File: src/rtl/rv32_ctrl_pkg.sv
// Shared encodings for the RV32IM pipelined control unit: opcodes, ALU operation codes,
// memory/branch sub-op codes, FSM states and the packed control bundle.
package rv32_ctrl_pkg;

  localparam int ALUOP_BITS = 5;

  localparam logic [6:0] OPC_LOAD   = 7'b0000011;
  localparam logic [6:0] OPC_OPIMM  = 7'b0010011;
  localparam logic [6:0] OPC_OP     = 7'b0110011;
  localparam logic [6:0] OPC_STORE  = 7'b0100011;
  localparam logic [6:0] OPC_BRANCH = 7'b1100011;
  localparam logic [6:0] OPC_LUI    = 7'b0110111;
  localparam logic [6:0] OPC_AUIPC  = 7'b0010111;
  localparam logic [6:0] OPC_JAL    = 7'b1101111;
  localparam logic [6:0] OPC_JALR   = 7'b1100111;

  localparam logic [6:0] F7_BASE = 7'b0000000;
  localparam logic [6:0] F7_ALT  = 7'b0100000;
  localparam logic [6:0] F7_MEXT = 7'b0000001;

  localparam logic [ALUOP_BITS-1:0] ALU_PASS   = 5'b00000;
  localparam logic [ALUOP_BITS-1:0] ALU_ADD    = 5'b00001;
  localparam logic [ALUOP_BITS-1:0] ALU_AND    = 5'b00010;
  localparam logic [ALUOP_BITS-1:0] ALU_OR     = 5'b00011;
  localparam logic [ALUOP_BITS-1:0] ALU_XOR    = 5'b00100;
  localparam logic [ALUOP_BITS-1:0] ALU_SLL    = 5'b00101;
  localparam logic [ALUOP_BITS-1:0] ALU_SRL    = 5'b00110;
  localparam logic [ALUOP_BITS-1:0] ALU_SRA    = 5'b00111;
  localparam logic [ALUOP_BITS-1:0] ALU_SUB    = 5'b01000;
  localparam logic [ALUOP_BITS-1:0] ALU_MUL    = 5'b01001;
  localparam logic [ALUOP_BITS-1:0] ALU_MULH   = 5'b01010;
  localparam logic [ALUOP_BITS-1:0] ALU_MULHU  = 5'b01011;
  localparam logic [ALUOP_BITS-1:0] ALU_MULHSU = 5'b01100;
  localparam logic [ALUOP_BITS-1:0] ALU_DIV    = 5'b01101;
  localparam logic [ALUOP_BITS-1:0] ALU_DIVU   = 5'b01110;
  localparam logic [ALUOP_BITS-1:0] ALU_REM    = 5'b01111;
  localparam logic [ALUOP_BITS-1:0] ALU_REMU   = 5'b10000;
  localparam logic [ALUOP_BITS-1:0] ALU_SLT    = 5'b10001;
  localparam logic [ALUOP_BITS-1:0] ALU_SLTU   = 5'b10010;

  localparam logic [2:0] LS_LB = 3'd1, LS_LH = 3'd2, LS_LW = 3'd3;
  localparam logic [2:0] LS_LBU = 3'd4, LS_LHU = 3'd5, LS_UPPER = 3'd6;
  localparam logic [1:0] SS_SB = 2'd1, SS_SH = 2'd2, SS_SW = 2'd3;
  localparam logic [2:0] BS_BEQ = 3'd1, BS_BNE = 3'd2, BS_BLT = 3'd3;
  localparam logic [2:0] BS_BGE = 3'd4, BS_BLTU = 3'd5, BS_BGEU = 3'd6;

  typedef enum logic {
    ST_RUN  = 1'b0,
    ST_MDIV = 1'b1
  } state_t;

  typedef struct packed {
    logic [ALUOP_BITS-1:0] aluop;
    logic                  immflag;
    logic                  jumpflag;
    logic                  selectwrite;
    logic                  writeenable;
    logic                  read;
    logic                  write;
    logic [2:0]            loadsignal;
    logic [1:0]            storesignal;
    logic [2:0]            branchsignal;
  } ctrl_t;

  localparam ctrl_t CTRL_NOP = '0;

endpackage

File: src/rtl/pipelined_control_unit_if.sv
// IF/ID-side inputs and ID/EX control outputs of the pipelined control unit.
interface pipelined_control_unit_if #(
  parameter int ALUOP_W = 5
);
  logic               instr_valid;
  logic [6:0]         opcode;
  logic [2:0]         func3;
  logic [6:0]         func7;
  logic               busywait;
  logic               flush;
  logic [ALUOP_W-1:0] aluop;
  logic               immflag;
  logic               jumpflag;
  logic               selectwrite;
  logic               writeenable;
  logic               read;
  logic               write;
  logic [2:0]         loadsignal;
  logic [1:0]         storesignal;
  logic [2:0]         branchsignal;
  logic               valid_out;
  logic               stall;
  logic               mdiv_busy;
  logic               illegal;

  modport master (
    output instr_valid, opcode, func3, func7, busywait, flush,
    input  aluop, immflag, jumpflag, selectwrite, writeenable, read, write,
           loadsignal, storesignal, branchsignal, valid_out, stall, mdiv_busy, illegal
  );

  modport slave (
    input  instr_valid, opcode, func3, func7, busywait, flush,
    output aluop, immflag, jumpflag, selectwrite, writeenable, read, write,
           loadsignal, storesignal, branchsignal, valid_out, stall, mdiv_busy, illegal
  );
endinterface

File: src/rtl/rv32_decode_comb.sv
// Pure combinational RV32IM decode table: opcode/func3/func7 to control bundle,
// M-extension class flags and an illegal-encoding flag.
module rv32_decode_comb
  import rv32_ctrl_pkg::*;
#(
  parameter bit ENABLE_M = 1'b1
) (
  input  logic [6:0] opcode,
  input  logic [2:0] func3,
  input  logic [6:0] func7,
  output ctrl_t      ctrl,
  output logic       is_mul,
  output logic       is_div,
  output logic       illegal
);

  always_comb begin
    ctrl    = CTRL_NOP;
    is_mul  = 1'b0;
    is_div  = 1'b0;
    illegal = 1'b0;
    case (opcode)
      OPC_LOAD: begin
        ctrl.read        = 1'b1;
        ctrl.selectwrite = 1'b1;
        ctrl.writeenable = 1'b1;
        ctrl.immflag     = 1'b1;
        case (func3)
          3'b000:  ctrl.loadsignal = LS_LB;
          3'b001:  ctrl.loadsignal = LS_LH;
          3'b010:  ctrl.loadsignal = LS_LW;
          3'b100:  ctrl.loadsignal = LS_LBU;
          3'b101:  ctrl.loadsignal = LS_LHU;
          default: illegal = 1'b1;
        endcase
      end
      OPC_STORE: begin
        ctrl.write   = 1'b1;
        ctrl.immflag = 1'b1;
        case (func3)
          3'b000:  ctrl.storesignal = SS_SB;
          3'b001:  ctrl.storesignal = SS_SH;
          3'b010:  ctrl.storesignal = SS_SW;
          default: illegal = 1'b1;
        endcase
      end
      OPC_BRANCH: begin
        case (func3)
          3'b000:  begin ctrl.aluop = ALU_SUB;  ctrl.branchsignal = BS_BEQ;  end
          3'b001:  begin ctrl.aluop = ALU_SUB;  ctrl.branchsignal = BS_BNE;  end
          3'b100:  begin ctrl.aluop = ALU_SLT;  ctrl.branchsignal = BS_BLT;  end
          3'b101:  begin ctrl.aluop = ALU_SLT;  ctrl.branchsignal = BS_BGE;  end
          3'b110:  begin ctrl.aluop = ALU_SLTU; ctrl.branchsignal = BS_BLTU; end
          3'b111:  begin ctrl.aluop = ALU_SLTU; ctrl.branchsignal = BS_BGEU; end
          default: illegal = 1'b1;
        endcase
      end
      OPC_LUI, OPC_AUIPC: begin
        ctrl.aluop       = (opcode == OPC_AUIPC) ? ALU_ADD : ALU_PASS;
        ctrl.immflag     = 1'b1;
        ctrl.writeenable = 1'b1;
        ctrl.loadsignal  = LS_UPPER;
      end
      OPC_JAL: begin
        ctrl.jumpflag    = 1'b1;
        ctrl.writeenable = 1'b1;
      end
      OPC_JALR: begin
        ctrl.jumpflag    = 1'b1;
        ctrl.writeenable = 1'b1;
        ctrl.immflag     = 1'b1;
        illegal          = (func3 != 3'b000);
      end
      OPC_OPIMM: begin
        ctrl.immflag     = 1'b1;
        ctrl.writeenable = 1'b1;
        // Shift-immediates reuse func7 as an encoding field; the rest treat it as immediate bits.
        case (func3)
          3'b000: ctrl.aluop = ALU_ADD;
          3'b010: ctrl.aluop = ALU_SLT;
          3'b011: ctrl.aluop = ALU_SLTU;
          3'b100: ctrl.aluop = ALU_XOR;
          3'b110: ctrl.aluop = ALU_OR;
          3'b111: ctrl.aluop = ALU_AND;
          3'b001: begin ctrl.aluop = ALU_SLL; illegal = (func7 != F7_BASE); end
          default: begin
            if (func7 == F7_BASE)     ctrl.aluop = ALU_SRL;
            else if (func7 == F7_ALT) ctrl.aluop = ALU_SRA;
            else                      illegal = 1'b1;
          end
        endcase
      end
      OPC_OP: begin
        ctrl.writeenable = 1'b1;
        case (func7)
          F7_BASE: begin
            case (func3)
              3'b000:  ctrl.aluop = ALU_ADD;
              3'b001:  ctrl.aluop = ALU_SLL;
              3'b010:  ctrl.aluop = ALU_SLT;
              3'b011:  ctrl.aluop = ALU_SLTU;
              3'b100:  ctrl.aluop = ALU_XOR;
              3'b101:  ctrl.aluop = ALU_SRL;
              3'b110:  ctrl.aluop = ALU_OR;
              default: ctrl.aluop = ALU_AND;
            endcase
          end
          F7_ALT: begin
            if (func3 == 3'b000)      ctrl.aluop = ALU_SUB;
            else if (func3 == 3'b101) ctrl.aluop = ALU_SRA;
            else                      illegal = 1'b1;
          end
          F7_MEXT: begin
            if (ENABLE_M) begin
              is_mul = ~func3[2];
              is_div = func3[2];
              case (func3)
                3'b000:  ctrl.aluop = ALU_MUL;
                3'b001:  ctrl.aluop = ALU_MULH;
                3'b010:  ctrl.aluop = ALU_MULHSU;
                3'b011:  ctrl.aluop = ALU_MULHU;
                3'b100:  ctrl.aluop = ALU_DIV;
                3'b101:  ctrl.aluop = ALU_DIVU;
                3'b110:  ctrl.aluop = ALU_REM;
                default: ctrl.aluop = ALU_REMU;
              endcase
            end else begin
              illegal = 1'b1;
            end
          end
          default: illegal = 1'b1;
        endcase
      end
      default: illegal = 1'b1;
    endcase
  end

endmodule

File: src/rtl/pipelined_control_unit.sv
// Registered RV32IM control unit: ID/EX control register, multi-cycle M-op stall FSM,
// memory busy freeze, flush bubbling and illegal-instruction pulse.
module pipelined_control_unit
  import rv32_ctrl_pkg::*;
#(
  parameter int ALUOP_W  = 5,
  parameter int MUL_LAT  = 1,
  parameter int DIV_LAT  = 32,
  parameter bit ENABLE_M = 1'b1
) (
  input logic                    clk,
  input logic                    rst_n,
  pipelined_control_unit_if.slave bus
);

  localparam int MAX_LAT = (DIV_LAT > MUL_LAT) ? DIV_LAT : MUL_LAT;
  localparam int CNT_W   = $clog2(MAX_LAT + 1);
  localparam logic [CNT_W-1:0] CNT_ONE = CNT_W'(1);
  localparam logic [CNT_W-1:0] MUL_CNT = CNT_W'(MUL_LAT - 1);
  localparam logic [CNT_W-1:0] DIV_CNT = CNT_W'(DIV_LAT - 1);

  ctrl_t            dec_ctrl;
  logic             dec_is_mul;
  logic             dec_is_div;
  logic             dec_illegal;

  state_t           state_reg;
  logic [CNT_W-1:0] cnt_reg;
  ctrl_t            ctrl_reg;
  logic             valid_reg;
  logic             illegal_reg;

  rv32_decode_comb #(.ENABLE_M(ENABLE_M)) u_decode (
    .opcode (bus.opcode),
    .func3  (bus.func3),
    .func7  (bus.func7),
    .ctrl   (dec_ctrl),
    .is_mul (dec_is_mul),
    .is_div (dec_is_div),
    .illegal(dec_illegal)
  );

  // BUSYWAIT outranks everything but reset; FLUSH is only seen in RUN, so an
  // in-flight M-op always completes before the younger ID instruction is killed.
  always_ff @(posedge clk or negedge rst_n) begin
    if (!rst_n) begin
      state_reg   <= ST_RUN;
      cnt_reg     <= '0;
      ctrl_reg    <= CTRL_NOP;
      valid_reg   <= 1'b0;
      illegal_reg <= 1'b0;
    end else if (!bus.busywait) begin
      case (state_reg)
        ST_RUN: begin
          ctrl_reg    <= CTRL_NOP;
          valid_reg   <= 1'b0;
          illegal_reg <= 1'b0;
          if (bus.instr_valid && !bus.flush) begin
            if (dec_illegal) begin
              illegal_reg <= 1'b1;
            end else begin
              ctrl_reg  <= dec_ctrl;
              valid_reg <= 1'b1;
              if (dec_is_mul && (MUL_LAT > 1)) begin
                state_reg <= ST_MDIV;
                cnt_reg   <= MUL_CNT;
              end
              if (dec_is_div && (DIV_LAT > 1)) begin
                state_reg <= ST_MDIV;
                cnt_reg   <= DIV_CNT;
              end
            end
          end
        end
        ST_MDIV: begin
          if (cnt_reg <= CNT_ONE) begin
            state_reg <= ST_RUN;
            cnt_reg   <= '0;
          end else begin
            cnt_reg <= cnt_reg - CNT_ONE;
          end
        end
        default: state_reg <= ST_RUN;
      endcase
    end
  end

  assign bus.aluop        = ALUOP_W'(ctrl_reg.aluop);
  assign bus.immflag      = ctrl_reg.immflag;
  assign bus.jumpflag     = ctrl_reg.jumpflag;
  assign bus.selectwrite  = ctrl_reg.selectwrite;
  assign bus.writeenable  = ctrl_reg.writeenable;
  assign bus.read         = ctrl_reg.read;
  assign bus.write        = ctrl_reg.write;
  assign bus.loadsignal   = ctrl_reg.loadsignal;
  assign bus.storesignal  = ctrl_reg.storesignal;
  assign bus.branchsignal = ctrl_reg.branchsignal;
  assign bus.valid_out    = valid_reg;
  assign bus.illegal      = illegal_reg;
  assign bus.mdiv_busy    = (state_reg == ST_MDIV);
  assign bus.stall        = bus.busywait || (state_reg == ST_MDIV);

endmodule

File: src/flat_wrapper.sv
// flat-port wrapper written by rule: the top's interface ports become plain ports
module pipelined_control_unit_flat import rv32_ctrl_pkg::*;
#(
  parameter int ALUOP_W  = 5,
  parameter int MUL_LAT  = 1,
  parameter int DIV_LAT  = 32,
  parameter bit ENABLE_M = 1'b1
)
  (clk, rst_n, bus_instr_valid, bus_opcode, bus_func3, bus_func7, bus_busywait, bus_flush, bus_aluop, bus_immflag, bus_jumpflag, bus_selectwrite, bus_writeenable, bus_read, bus_write, bus_loadsignal, bus_storesignal, bus_branchsignal, bus_valid_out, bus_stall, bus_mdiv_busy, bus_illegal);
  pipelined_control_unit_if #(.ALUOP_W(ALUOP_W)) bus_i ();
  input logic clk;
  input logic rst_n;
  input wire logic [$bits(bus_i.instr_valid)-1:0] bus_instr_valid;
  input wire logic [$bits(bus_i.opcode)-1:0] bus_opcode;
  input wire logic [$bits(bus_i.func3)-1:0] bus_func3;
  input wire logic [$bits(bus_i.func7)-1:0] bus_func7;
  input wire logic [$bits(bus_i.busywait)-1:0] bus_busywait;
  input wire logic [$bits(bus_i.flush)-1:0] bus_flush;
  output wire logic [$bits(bus_i.aluop)-1:0] bus_aluop;
  output wire logic [$bits(bus_i.immflag)-1:0] bus_immflag;
  output wire logic [$bits(bus_i.jumpflag)-1:0] bus_jumpflag;
  output wire logic [$bits(bus_i.selectwrite)-1:0] bus_selectwrite;
  output wire logic [$bits(bus_i.writeenable)-1:0] bus_writeenable;
  output wire logic [$bits(bus_i.read)-1:0] bus_read;
  output wire logic [$bits(bus_i.write)-1:0] bus_write;
  output wire logic [$bits(bus_i.loadsignal)-1:0] bus_loadsignal;
  output wire logic [$bits(bus_i.storesignal)-1:0] bus_storesignal;
  output wire logic [$bits(bus_i.branchsignal)-1:0] bus_branchsignal;
  output wire logic [$bits(bus_i.valid_out)-1:0] bus_valid_out;
  output wire logic [$bits(bus_i.stall)-1:0] bus_stall;
  output wire logic [$bits(bus_i.mdiv_busy)-1:0] bus_mdiv_busy;
  output wire logic [$bits(bus_i.illegal)-1:0] bus_illegal;
  assign bus_i.instr_valid = bus_instr_valid;
  assign bus_i.opcode = bus_opcode;
  assign bus_i.func3 = bus_func3;
  assign bus_i.func7 = bus_func7;
  assign bus_i.busywait = bus_busywait;
  assign bus_i.flush = bus_flush;
  assign bus_aluop = bus_i.aluop;
  assign bus_immflag = bus_i.immflag;
  assign bus_jumpflag = bus_i.jumpflag;
  assign bus_selectwrite = bus_i.selectwrite;
  assign bus_writeenable = bus_i.writeenable;
  assign bus_read = bus_i.read;
  assign bus_write = bus_i.write;
  assign bus_loadsignal = bus_i.loadsignal;
  assign bus_storesignal = bus_i.storesignal;
  assign bus_branchsignal = bus_i.branchsignal;
  assign bus_valid_out = bus_i.valid_out;
  assign bus_stall = bus_i.stall;
  assign bus_mdiv_busy = bus_i.mdiv_busy;
  assign bus_illegal = bus_i.illegal;
  pipelined_control_unit #(.ALUOP_W(ALUOP_W), .MUL_LAT(MUL_LAT), .DIV_LAT(DIV_LAT), .ENABLE_M(ENABLE_M)) u_core (.clk(clk), .rst_n(rst_n), .bus(bus_i));
endmodule
File: config.mk
export PLATFORM = sky130hd
export DESIGN_NAME = pipelined_control_unit_flat
export DESIGN_NICKNAME = d
export VERILOG_FILES = /design/src/rtl/rv32_ctrl_pkg.sv /design/src/rtl/pipelined_control_unit_if.sv /design/src/rtl/rv32_decode_comb.sv /design/src/rtl/pipelined_control_unit.sv /design/src/flat_wrapper.sv
export SDC_FILE = /design/constraint.sdc
export NUM_CORES = 1
export LEC_CHECK = 0
export CAP_MARGIN = 0
export CORE_ASPECT_RATIO = 1.75
export CORE_MARGIN = 1
export CORE_UTILIZATION = 53
export DETAILED_ROUTE_END_ITERATION = 7
export PLACE_DENSITY = 0.85
export SLEW_MARGIN = 10
export SYNTH_ARGS = -nofsm -noshare
export SYNTH_HDL_FRONTEND = slang
export SYNTH_SLANG_ARGS = --single-unit
File: constraint.sdc
create_clock -name clk -period 5.5 [get_ports clk]
set_clock_uncertainty 0.05 [all_clocks]
set_input_delay 1.1 -clock clk [delete_from_list [all_inputs] [get_ports clk]]
set_output_delay 1.1 -clock clk [all_outputs]
set_load 0.02 [all_outputs]
==> impl_metrics.ini <==
[synthesis]
ys_seq_elements = 27
ys_types = 53
ys_warn_count = 0
syn-num-nets = 248
syn_area_per_cell_um2 = 8.31
synth-main-ff-cell = dfrtp_1
synth_edf_count = 0
synthArstFlopShare = 1.00
synth.yosys.seq_area_share = 0.363
synth_area_mm2 = 0.00186
syn_inst = 224

[global_routing]
antenna_found_initial = 0
grt_usage = 0.268
overflow = 0
grt_max_degree = 28
grt_pass1_wl_mm = 7.41
grt_pass1_vias = 1660

[power]
p_per_area_mw_per_mm2 = 166
ir_worst_vdd_uv = 157
power.total_mw = 0.389
p_leak_nw = 0.889

[worst_hold_path]
hp-class = reg -> reg
whs_endpoint = u_core.bus.loadsignal[1]$_DFFE_PN0P_
holdCritStartpoint = u_core.bus.loadsignal[1]$_DFFE_PN0P_
holdPathStages = 2

[sta]
hold_violations = 0
setup_viol_count_final = 0
max_freq_ghz = 0.256
finalSetupTns_ps = 0
tightest_slew_ps = 756
min_period_ps = 3910
layout_setup_ws_ps = 1590
drv_slew = 0
slew_headroom = 0.495
whs_ps = 443
fin_crit_sh = 0.711
rsz0062_at_grt = no

[run_status]
status = complete, no violations

[detailed_routing]
drtPass1Iterations = 4
via_per_inst = 6.15
drt_iter0_markers = 73
wl_per_cell_um = 15.4
wl_mm = 4.65
route.antenna.remaining_nets = 0
vias = 1850
drc = 0

[cells_and_area]
final_cell_mix = clkdlybuf4s50_1 (44), nand2_1 (36), dfrtp_1 (27)
num-nets-final = 281
final_util = 0.695
fill_cells = 301
largest_reg_flops = 6
diodes = 0
synthToLayoutAreaGrowth_pct = 25.6
final_cells = 301
post_route_cells_drive_above_1_share = 0.0625
finalInstanceArea_mm2 = 0.00234
final_common_cell = clkdlybuf4s50_1

[clock_network]
cts.root.buffer_cell = clkbuf_8
cts_buffers = 3
htree_levels = 1
clk_pin_slew_ps = 100
cts_num_sinks = 27
post_cts_buffers = 0
ctsResizeCount = 0
cts_buffer_depth = 2
cts_hold_buf = 0
cts_tree = yes
clock_latency_ps = 280

[critical_path]
worstReg2RegEnd = u_core.bus.branchsignal[0]$_DFFE_PN0P_
r2r-start = u_core.bus.mdiv_busy$_DFFE_PN0N_
rr_worst_depth = 4
worstPathRequired_ps = 4350
rrSetupSlack_ps = 3330
endpoint_kind = output pin
worstSetupPathType = in -> out
cp-start-kind = input pin
slowest_delay_ps = 690
crit_chain = clkdlybuf4s50_1 > or2_2 > clkdlybuf4s50_1
worst_path_most_repeated_cell = clkdlybuf4s50_1
path_max_fanout = 24
cp.arrival_ps = 2760
cp_slowest_cell = clkdlybuf4s50_1

[floorplanning]
die_h_um = 80.4
initial_core_util = 0.554
fp-row-count = 28
die_w_um = 46.8
dieArea_mm2 = 0.00376
ios = 45
coreArea_mm2 = 0.00336

[placed_design]
place.detailed.hpwl_mm = 3.48
dp.cells = 297
io_buffers = 44
place.gp.congestion = 0.891
post_dp_cell_area_mm2 = 0.00229
dpl_worst_slack_ps = 1570

[job]
max-cap-violations = 0
## kinds of logic after synthesis
logic type	count (synthesis)	share of synthesized area
multiplexers	1	0.00538
buffers and inverters	21	0.0497
adder cells (fa/ha/maj)	2	0.0134
XOR/XNOR	1	0.00471
AND/OR/NAND/NOR	99	0.284
AO/OA/AOI/OAI	73	0.280
flip-flops	27	0.363
## area by class of cell
class | instances | area [um^2] | area share
timing repair buffer | 45 | 448 | 0.192
clock buffer | 3 | 41.3 | 0.0177
multi-input combinational | 176 | 1090 | 0.468
inverter | 4 | 15.0 | 0.00642
tap | 45 | 56.3 | 0.0241
clock inverter | 1 | 8.76 | 0.00375
sequential | 27 | 676 | 0.289
## worst max-delay path by stage
stage	from	endpoint	slack, ps	cells after the start
2_1_floorplan	bus_func7[1]	u_core.bus.aluop[0]$_DFFE_PN0P_	2580	7
3_3_place_gp	bus_busywait	bus_stall	1630	3
4_1_cts	bus_busywait	bus_stall	1600	3
5_1_grt	bus_busywait	bus_stall	1500	3
3_5_place_dp	bus_opcode[5]	u_core.bus.immflag$_DFFE_PN0P_	1570	6
6_report	bus_busywait	bus_stall	1590	3
## layer usage
| metal | global-route usage | up-vias | routed length (um) |
|---|---|---|---|
| li1 | - | 899 | - |
| met1 | 0.302 | 861 | 1700 |
| met2 | 0.469 | 76 | 2530 |
| met3 | 0.0180 | 14 | 217 |
| met4 | 0.149 | 0 | 196 |
| met5 | 0 | - | 0 |
## cell usage after synthesis, types with 3 or more instances
cell type / number / area [um^2]
a21oi_1: 10 / 50.1
a22o_1: 3 / 26.3
a32oi_1: 4 / 35.0
and3_1: 6 / 37.5
clkbuf_1: 11 / 41.3
dfrtp_1: 27 / 676
inv_1: 4 / 15.0
nand2_1: 36 / 135
nand2b_1: 9 / 56.3
nand3_1: 4 / 20.0
nor2_1: 12 / 45.0
nor2b_1: 8 / 50.1
nor3_1: 4 / 20.0
nor4_1: 4 / 25.0
o21a_1: 3 / 22.5
o21ai_0: 17 / 85.1
o21ai_1: 7 / 35.0
o31ai_1: 4 / 30.0
or2_2: 3 / 18.8
## worst max-delay path: cells and delay by family
| family | cells | cell delay (ps) |
|---|---|---|
| buf+inv | 2 | 1220 |
| simple gates | 1 | 430 |
## where the power goes
| group | internal, mW | total (mW) | switching [mW] | leakage [nW] |
|---|---|---|---|---|
| Combinational | 0.0280 | 0.0671 | 0.0391 | 0.497 |
| Sequential | 0.199 | 0.200 | 0.000754 | 0.366 |
| Clock | 0.0534 | 0.121 | 0.0680 | 0.0261 |
| Total | 0.281 | 0.389 | 0.108 | 0.889 |
No activity file was read; power rests on OpenSTA's default activity.
